[config.mk]
export PLATFORM = sky130hd
export DESIGN_NAME = dram_cmd_sequencer
export DESIGN_NICKNAME = d
export VERILOG_FILES = /design/src/rtl/dram_cmd_sequencer.sv
export SDC_FILE = /design/constraint.sdc
export NUM_CORES = 1
export LEC_CHECK = 0
export ABC_CLOCK_PERIOD_IN_PS = 10250
export CAP_MARGIN = 20
export CELL_PAD_IN_SITES_DETAIL_PLACEMENT = 1
export CELL_PAD_IN_SITES_GLOBAL_PLACEMENT = 1
export CORE_AREA = 2 2 164 327
export CTS_BUF_LIST = sky130_fd_sc_hd__clkbuf_8
export DETAILED_ROUTE_END_ITERATION = 6
export DIE_AREA = 0 0 166 329
export GPL_TIMING_DRIVEN = 0
export MAX_ROUTING_LAYER = met4
export PLACE_DENSITY = 0.62
export SETUP_SLACK_MARGIN = 0.15
export SYNTH_ARGS = -nofsm -noshare
export SYNTH_HDL_FRONTEND = slang
export SYNTH_SLANG_ARGS = --single-unit
[constraint.sdc]
create_clock -name clk -period 10.25 [get_ports clk]
set_input_delay 2.5625 -clock clk [delete_from_list [all_inputs] [get_ports clk]]
set_output_delay 2.5625 -clock clk [all_outputs]
set_load 0.05 [all_outputs]
[src/rtl/dram_cmd_sequencer.sv]
// dram_cmd_sequencer: turns one request at a time into DDR4 PRE/ACT/RD/WR commands on half-rate DRAM edges.
// Open-page by default; defining DRAM_CLOSED_PAGE_EN precharges the bank after every access.
module dram_cmd_sequencer #(
  parameter int T_RCD   = 24,
  parameter int T_RP    = 24,
  parameter int T_RAS   = 52,
  parameter int T_CL    = 24,
  parameter int T_CWL   = 20,
  parameter int T_BURST = 4,
  parameter int T_RTP   = 12,
  parameter int T_WR    = 20
) (
  input  logic        clk,
  input  logic        rst,
  input  logic        req_valid,
  input  logic [1:0]  req_opcode,
  input  logic [32:0] req_address,
  output logic        req_ready,
  output logic        cmd_valid,
  output logic [1:0]  cmd_type,
  output logic [1:0]  cmd_bg,
  output logic [1:0]  cmd_bank,
  output logic [14:0] cmd_row,
  output logic [9:0]  cmd_col,
  output logic        resp_valid
);
`ifdef DRAM_CLOSED_PAGE_EN
  localparam bit CLOSED = 1'b1;
`else
  localparam bit CLOSED = 1'b0;
`endif
  typedef enum logic [2:0] {IDLE, PRE, ACT, COL, BURST, CLOSE} state_t;
  localparam logic [1:0] C_ACT = 2'd0, C_RD = 2'd1, C_WR = 2'd2, C_PRE = 2'd3;
  localparam logic [6:0] W_RP = 7'(T_RP), W_RCD = 7'(T_RCD), W_RD = 7'(T_CL + T_BURST);
  localparam logic [6:0] W_WRB = 7'(T_CWL + T_BURST), W_RAS = 7'(T_RAS), W_RTP = 7'(T_RTP);
  localparam logic [6:0] W_WRP = 7'(T_CWL + T_BURST + T_WR);
  state_t state, state_n;
  logic phase, wr_q, issue, resp, accept, hit, wait_done, pre_done, unused_bits;
  logic [1:0] ctype;
  logic [3:0] b_q, d_b;
  logic [14:0] row_q, d_row;
  logic [9:0] col_q;
  logic [6:0] wait_cnt, wait_val, pw_dec, pw_ld;
  logic [15:0] open_valid;
  logic [14:0] open_row [16];
  logic [6:0] prewait [16];
  assign unused_bits = ^req_address[3:0];
  assign d_b = {req_address[7:6], req_address[9:8]};
  assign d_row = req_address[32:18];
  assign req_ready = state == IDLE && !rst;
  assign accept = req_valid && req_ready;
  assign hit = open_valid[d_b] && open_row[d_b] == d_row;
  // A counter at 1 expires on this edge, so an edge acts when its decrement lands on 0.
  assign wait_done = phase && wait_cnt <= 7'd1;
  assign pre_done = phase && prewait[b_q] <= 7'd1;
  assign pw_dec = prewait[b_q] == 7'd0 ? 7'd0 : prewait[b_q] - 7'd1;
  assign wait_val = ctype == C_PRE ? W_RP : ctype == C_ACT ? W_RCD : ctype == C_RD ? W_RD : W_WRB;
  assign pw_ld = ctype == C_ACT ? W_RAS :
                 ctype == C_RD ? (pw_dec > W_RTP ? pw_dec : W_RTP) :
                 (pw_dec > W_WRP ? pw_dec : W_WRP);
  always_comb begin
    state_n = state;
    issue = 1'b0;
    resp = 1'b0;
    ctype = C_ACT;
    case (state)
      IDLE: if (accept) state_n = hit ? COL : open_valid[d_b] ? PRE : ACT;
      PRE: if (pre_done) begin
        issue = 1'b1;
        ctype = C_PRE;
        state_n = CLOSED ? CLOSE : ACT;
      end
      ACT: if (wait_done) begin
        issue = 1'b1;
        state_n = COL;
      end
      COL: if (wait_done) begin
        issue = 1'b1;
        ctype = wr_q ? C_WR : C_RD;
        state_n = BURST;
      end
      BURST: if (wait_done) begin
        resp = 1'b1;
        state_n = CLOSED ? PRE : IDLE;
      end
      CLOSE: if (wait_done) state_n = IDLE;
      default: state_n = IDLE;
    endcase
  end
  always_ff @(posedge clk) begin
    if (rst) begin
      state <= IDLE;
      phase <= 1'b0;
      wait_cnt <= '0;
      open_valid <= '0;
      cmd_valid <= 1'b0;
      cmd_type <= '0;
      cmd_bg <= '0;
      cmd_bank <= '0;
      cmd_row <= '0;
      cmd_col <= '0;
      resp_valid <= 1'b0;
      wr_q <= 1'b0;
      b_q <= '0;
      row_q <= '0;
      col_q <= '0;
      for (int i = 0; i < 16; i++) prewait[i] <= '0;
    end else begin
      phase <= ~phase;
      state <= state_n;
      cmd_valid <= issue;
      resp_valid <= resp;
      wait_cnt <= issue ? wait_val : phase && wait_cnt != 7'd0 ? wait_cnt - 7'd1 : wait_cnt;
      for (int i = 0; i < 16; i++)
        prewait[i] <= issue && ctype != C_PRE && b_q == 4'(i) ? pw_ld :
                      phase && prewait[i] != 7'd0 ? prewait[i] - 7'd1 : prewait[i];
      if (accept) begin
        wr_q <= req_opcode == 2'd1;
        b_q <= d_b;
        row_q <= d_row;
        col_q <= {req_address[17:10], req_address[5:4]};
      end
      if (issue) begin
        cmd_type <= ctype;
        cmd_bg <= b_q[3:2];
        cmd_bank <= b_q[1:0];
        cmd_row <= ctype == C_ACT ? row_q : '0;
        cmd_col <= ctype == C_RD || ctype == C_WR ? col_q : '0;
        if (ctype == C_ACT) open_row[b_q] <= row_q;
        if (ctype == C_ACT || ctype == C_PRE) open_valid[b_q] <= ctype == C_ACT;
      end
    end
  end
endmodule

# ---- Word-level counts from Yosys, hierarchy flattened
# Memories as Yosys holds them, arrays and structs flattened. A register that Yosys moved wholly into a read port is not among the register bits.
# Index checks and enable logic that the tools add are counted.
dict set report word_totals {
  ram_bits 352
  word_cells 250
  input_bits 38
  mem_count 2
  regBits 90
  out_inout_bits 34
}
# memory depth width rd rd_clocked_by_memory_dff write_ports line
set mem_list {}
lappend mem_list {open_row 16 15 1 0 1 45} ;# logic [14:0] open_row [16];
lappend mem_list {prewait 16 7 17 1 16 46} ;# logic [6:0] prewait [16];
dict set report op_classes {
  muxes 89
  n_eq_ne 31
  addsub 18
  n_lt_le_gt_ge 7
  n_reduce_logical 70
  n_bitwise 18
}
# cell n
set ops {}
lappend ops {{7-bit 2-to-1 mux} 55}
lappend ops {{7-bit by 1-bit subtractor with 7-bit output, second input constant} 18}
lappend ops {{7-bit nonzero test} 17}
lappend ops {{1-bit logical AND} 40}
lappend ops {{4-bit equality test, second input constant} 8}
lappend ops {{3-bit 2-to-1 mux} 8}
lappend ops {{16-bit bitwise mux} 1}
lappend ops {{4-bit by 3-bit equality test with 1-bit output, second input constant} 4}
lappend ops {{1-bit bitwise OR} 16}
lappend ops {{15-bit equality test} 1}
lappend ops {{15-bit 2-to-1 mux} 1}
lappend ops {{3-bit one-hot mux with 5 select lines} 1}
lappend ops {{7-bit by 1-bit less-or-equal comparator with 1-bit output, second input constant} 2}
lappend ops {{1-bit 2-to-1 mux} 11}
lappend ops {{4-bit by 5-bit less-than comparator with 1-bit output, second input constant} 2}
lappend ops {{10-bit 2-to-1 mux} 1}
lappend ops {{2-bit 2-to-1 mux} 5}
lappend ops {{2-bit != test, second input constant} 5}
lappend ops {{4-bit by 2-bit equality test with 1-bit output, second input constant} 2}
lappend ops {{4-bit 2-to-1 mux} 2}
lappend ops {{7-bit by 4-bit > comparator with 1-bit output, second input constant} 1}
lappend ops {{7-bit by 6-bit > comparator with 1-bit output, second input constant} 1}
lappend ops {{7-bit zero test} 1}
lappend ops {{3-bit by 2-bit equality test with 1-bit output, second input constant} 2}
lappend ops {{21 further kinds} 28}

# ---- Depth between registers and ports, before layout
dict set report logic_depth {
  ltp_word 9
  depth_mapped 21
  ltp_nobuf 15
}

# ---- Worst setup path after synthesis
# Ideal clock, no wire load.
dict set report synth_timing {
  path_type {input -> output}
  start {in rst}
  end {out req_ready}
  t_arrival_ns 4.120
  setup_slack_ns 3.567
  required_time_ns 7.688
  n_path_buf 0
  stages 1
  path_cell_list {nor4_1}
}
dict set report synth_between {
  elab_chain_cells 2
}
# item line
set synth_lines {}
lappend synth_lines {{start: declaration} 14} ;# input logic rst,
lappend synth_lines {{1-bit zero test} 50} ;# assign req_ready = state == IDLE && !rst;
lappend synth_lines {{1-bit logical AND} 50}
lappend synth_lines {{end: declaration} 18} ;# output logic req_ready,
# No other way between the ends.

# ---- Final worst setup path
# Same ends and word-level chain as after synthesis.

==> reports/metrics.cfg <==
[run_status]
status=complete, no violations

[die]
initial_core_util_pct=39.65
fp.dieW_um=166
core.rowCount=119
core_um2=52260
die_area_um2=54610
chipHeight_um=329
ioPinCount=72

[global_route]
grt_pass1_vias=15760
grt_first_pass_wirelength_mm=99.64
grt.overflow.total=0
grt_use_total_pct=25.20
grt_max_degree=19
antenna_found_initial=3

[synth]
syn_area_um2=20720
synth_edf_count=240
async_flop_share_pct=0
ys_seq_area_share_pct=54.68
synth.distinct_cells=55
ys_seq_elements=446
yosysWarningCount=0
avgSynthCellArea_um2=12.29
synth_ff_type=edfxtp_1
synth_nets=1763
synthCells=1686

[sta]
drv_slew=0
finalHoldViolations=0
finalSetupViolations=0
fin_worst_skew_ns=0.03791
fin_setup_tns_ns=0
rsz0062_at_grt=false
fin_hold_ws_ns=0.4145
timing_worst_slew_pin_value_ns=1.174
slew_headroom_pct=21.72
period_share_pct=67.44
finalCriticalPeriod_ns=6.912
clock.fmax_mhz=144.7

[place]
routabilityCongestion=0.9010
dp.cells=2432
portBuffers=63
dp_hpwl_mm=47.41
postPlaceCellArea_um2=22520

[worst_setup_path]
crit_path_max_fanout=3
crit_type=input pin to output pin
ff2ff_setup_slack_ns=3.47
r2r-end=prewait[10][0]
crit_end=req_ready
critPathLaunchType=input pin
reg2reg_depth=19
crit_arrival_ns=4.35
end_kind=output pin
crit_required_ns=7.69
startpoint=rst

[routing]
drt-initial-drc-count=1018
wirelength_mm=66.39
wl_met3_mm=3.319
highest_layer=met4
met2_length_mm=32.85
antenna_left=0
vias_per_cell=5.725
met1Wirelength_mm=27.98
drc=0
via_count=14640
wl_per_cell_um=25.96
dr.pass1.iters=5

[power_and_ir_drop]
irDropWorstVdd_mv=0.1610
p_per_area_nw_per_um2=257.2
cellLeakagePower_nw=8.306

[clock_tree]
cts_made_buffers=69
cts_tree=yes
cts_resized=0
clk_pin_slew_ns=0.06
cts_sinks=446
cts-root-buf=clkbuf_8
hold_buffers=0
h-tree-depth=3
clk_latency_ns=0.67
postCtsSetupRepairBufs=0
clock_path_buffers=3

[final_layout]
utilization_pct=45.85
final_cells=2557
layout.nets=1917
final_area_um2=23960
layout-drive-gt1-share_pct=17.40
area_growth_pct=15.64

[min_path]
min_delay_path_depth=1
hold_class=register to register

[run]
drv_cap=0

worst min-delay path by stage:
| stage | startpoint | slack [ns] | end |
|---|---|---|---|
| 2_1_floorplan | phase | 0.39 | phase |
| 3_3_place_gp | phase | 0.40 | phase |
| 3_5_place_dp | phase | 0.41 | phase |
| 4_1_cts | phase | 0.41 | phase |
| 5_1_grt | phase | 0.43 | phase |
| 6_report | phase | 0.41 | phase |
cell families after synthesis:
logic type | synth area share (%)
buf+inv | 3.266
fa+ha+maj | 2.355
xor+xnor | 4.903
mux | 12.67
flops | 54.68
compound gates | 7.161
simple gates | 14.97
synth_stat cells, types with 2 or more instances:
| cell type | instances | area share, % |
|---|---|---|
| inv_1 | 42 | 0.76 |
| xnor2_1 | 51 | 2.2 |
| dfxtp_1 | 206 | 20 |
| nor3_1 | 53 | 1.3 |
| and3_1 | 3 | 0.091 |
| buf_2 | 19 | 0.46 |
| a31oi_1 | 4 | 0.12 |
| and2_1 | 4 | 0.12 |
| a22o_1 | 19 | 0.80 |
| nor3_2 | 11 | 0.53 |
| nor4_1 | 20 | 0.60 |
| a211oi_2 | 20 | 1.2 |
| a211o_1 | 16 | 0.68 |
| clkbuf_1 | 65 | 1.2 |
| xor2_1 | 65 | 2.7 |
| mux4_2 | 109 | 12 |
| nand2b_1 | 4 | 0.12 |
| nor3b_1 | 16 | 0.58 |
| mux2i_1 | 17 | 0.82 |
| edfxtp_1 | 240 | 35 |
| a211oi_1 | 61 | 2.2 |
| nand3b_1 | 32 | 1.2 |
| buf_4 | 11 | 0.40 |
| and4_1 | 5 | 0.21 |
| nor3_4 | 9 | 0.71 |
| a311oi_1 | 2 | 0.085 |
| or4_1 | 30 | 1.1 |
| o21ai_1 | 16 | 0.39 |
| o21a_1 | 3 | 0.11 |
| nor2b_1 | 9 | 0.27 |
| buf_6 | 4 | 0.22 |
| buf_1 | 14 | 0.25 |
| or3_1 | 17 | 0.51 |
| o21ai_0 | 21 | 0.51 |
| nand4_1 | 6 | 0.18 |
| nor2_1 | 199 | 3.6 |
| nand3_1 | 51 | 1.2 |
| a21oi_1 | 26 | 0.63 |
| nand2_1 | 132 | 2.4 |
| ha_1 | 39 | 2.4 |
power by group:
group | switching [mW] | internal (mW) | total (mW)
Clock | 0.766 | 0.809 | 1.58
Sequential | 0.316 | 2.16 | 2.47
Combinational | 1.26 | 0.859 | 2.11
Total | 2.34 | 3.83 | 6.16
routing by layer:
layer / track usage [%] / up-vias
met5: - / -
met4: 9.357 / 0
met3: 3.857 / 136
met2: 41.80 / 415
met1: 31.31 / 7509
li1: - / 6578
sequential cells by signal (all words and copies together) (netlist names), named ones only:
name and flops:
open_row 240, prewait 112, open_valid 16, cmd_row 15, row_q 15, cmd_col 10
col_q 10, wait_cnt 7, b_q 4, state 3, cmd_bank 2, cmd_bg 2
cmd_type 2, cmd_valid 1, phase 1, resp_valid 1, wr_q 1
cell usage in the layout, fill, tap and decap left out, drive strengths merged, types with 2 or more instances in the layout:
master,netlist,routed
bufinv,0,5
dfxtp,206,206
nand4,6,6
a22o,19,19
a211o,16,16
and2,4,4
xor2,65,65
and3,3,3
a21oi,26,26
mux2i,17,17
o21a,3,3
nand3,51,51
or4,30,30
buf,48,68
nor2,200,200
or3,17,17
clkbuf,65,139
nand2,132,132
nand3b,32,32
ha,39,39
xnor2,51,51
edfxtp,240,240
nand2b,4,4
o21ai,38,38
and4,5,5
clkinv,0,25
mux4,109,109
a211oi,81,81
nor2b,9,9
a31oi,4,4
a311oi,2,2
clkdlybuf4s50,0,63
inv,42,59
nor3b,16,16
nor4,21,21
nor3,73,73
area by class of cell:
class                   count  area [um^2]
repair buffers             83        949.7
well taps                 665        832.0
multi-input cells        1085         8762
clock buffers              74         1018
plain buffers             113        519.2
inverters                  42        157.7
fillers                  5474        28300
flip-flops and latches    446        11330
diodes                      1        2.502
clock inverters            48        391.6
through the flow:
step / worst slack [ns] / power, mW
6_report: 3.338 / 6.164
5_1_grt: 3.190 / 6.516
4_1_cts: 3.347 / 6.187
3_5_place_dp: 3.356 / 4.599
3_3_place_gp: 3.000 / 4.455
2_1_floorplan: 3.567 / 3.908
critical path, stage by stage:
cell             delay [ns]
clkdlybuf4s50_1        0.46
nor4_1                 0.41
clkdlybuf4s50_1        0.92
(Power assumes the default switching activity.)
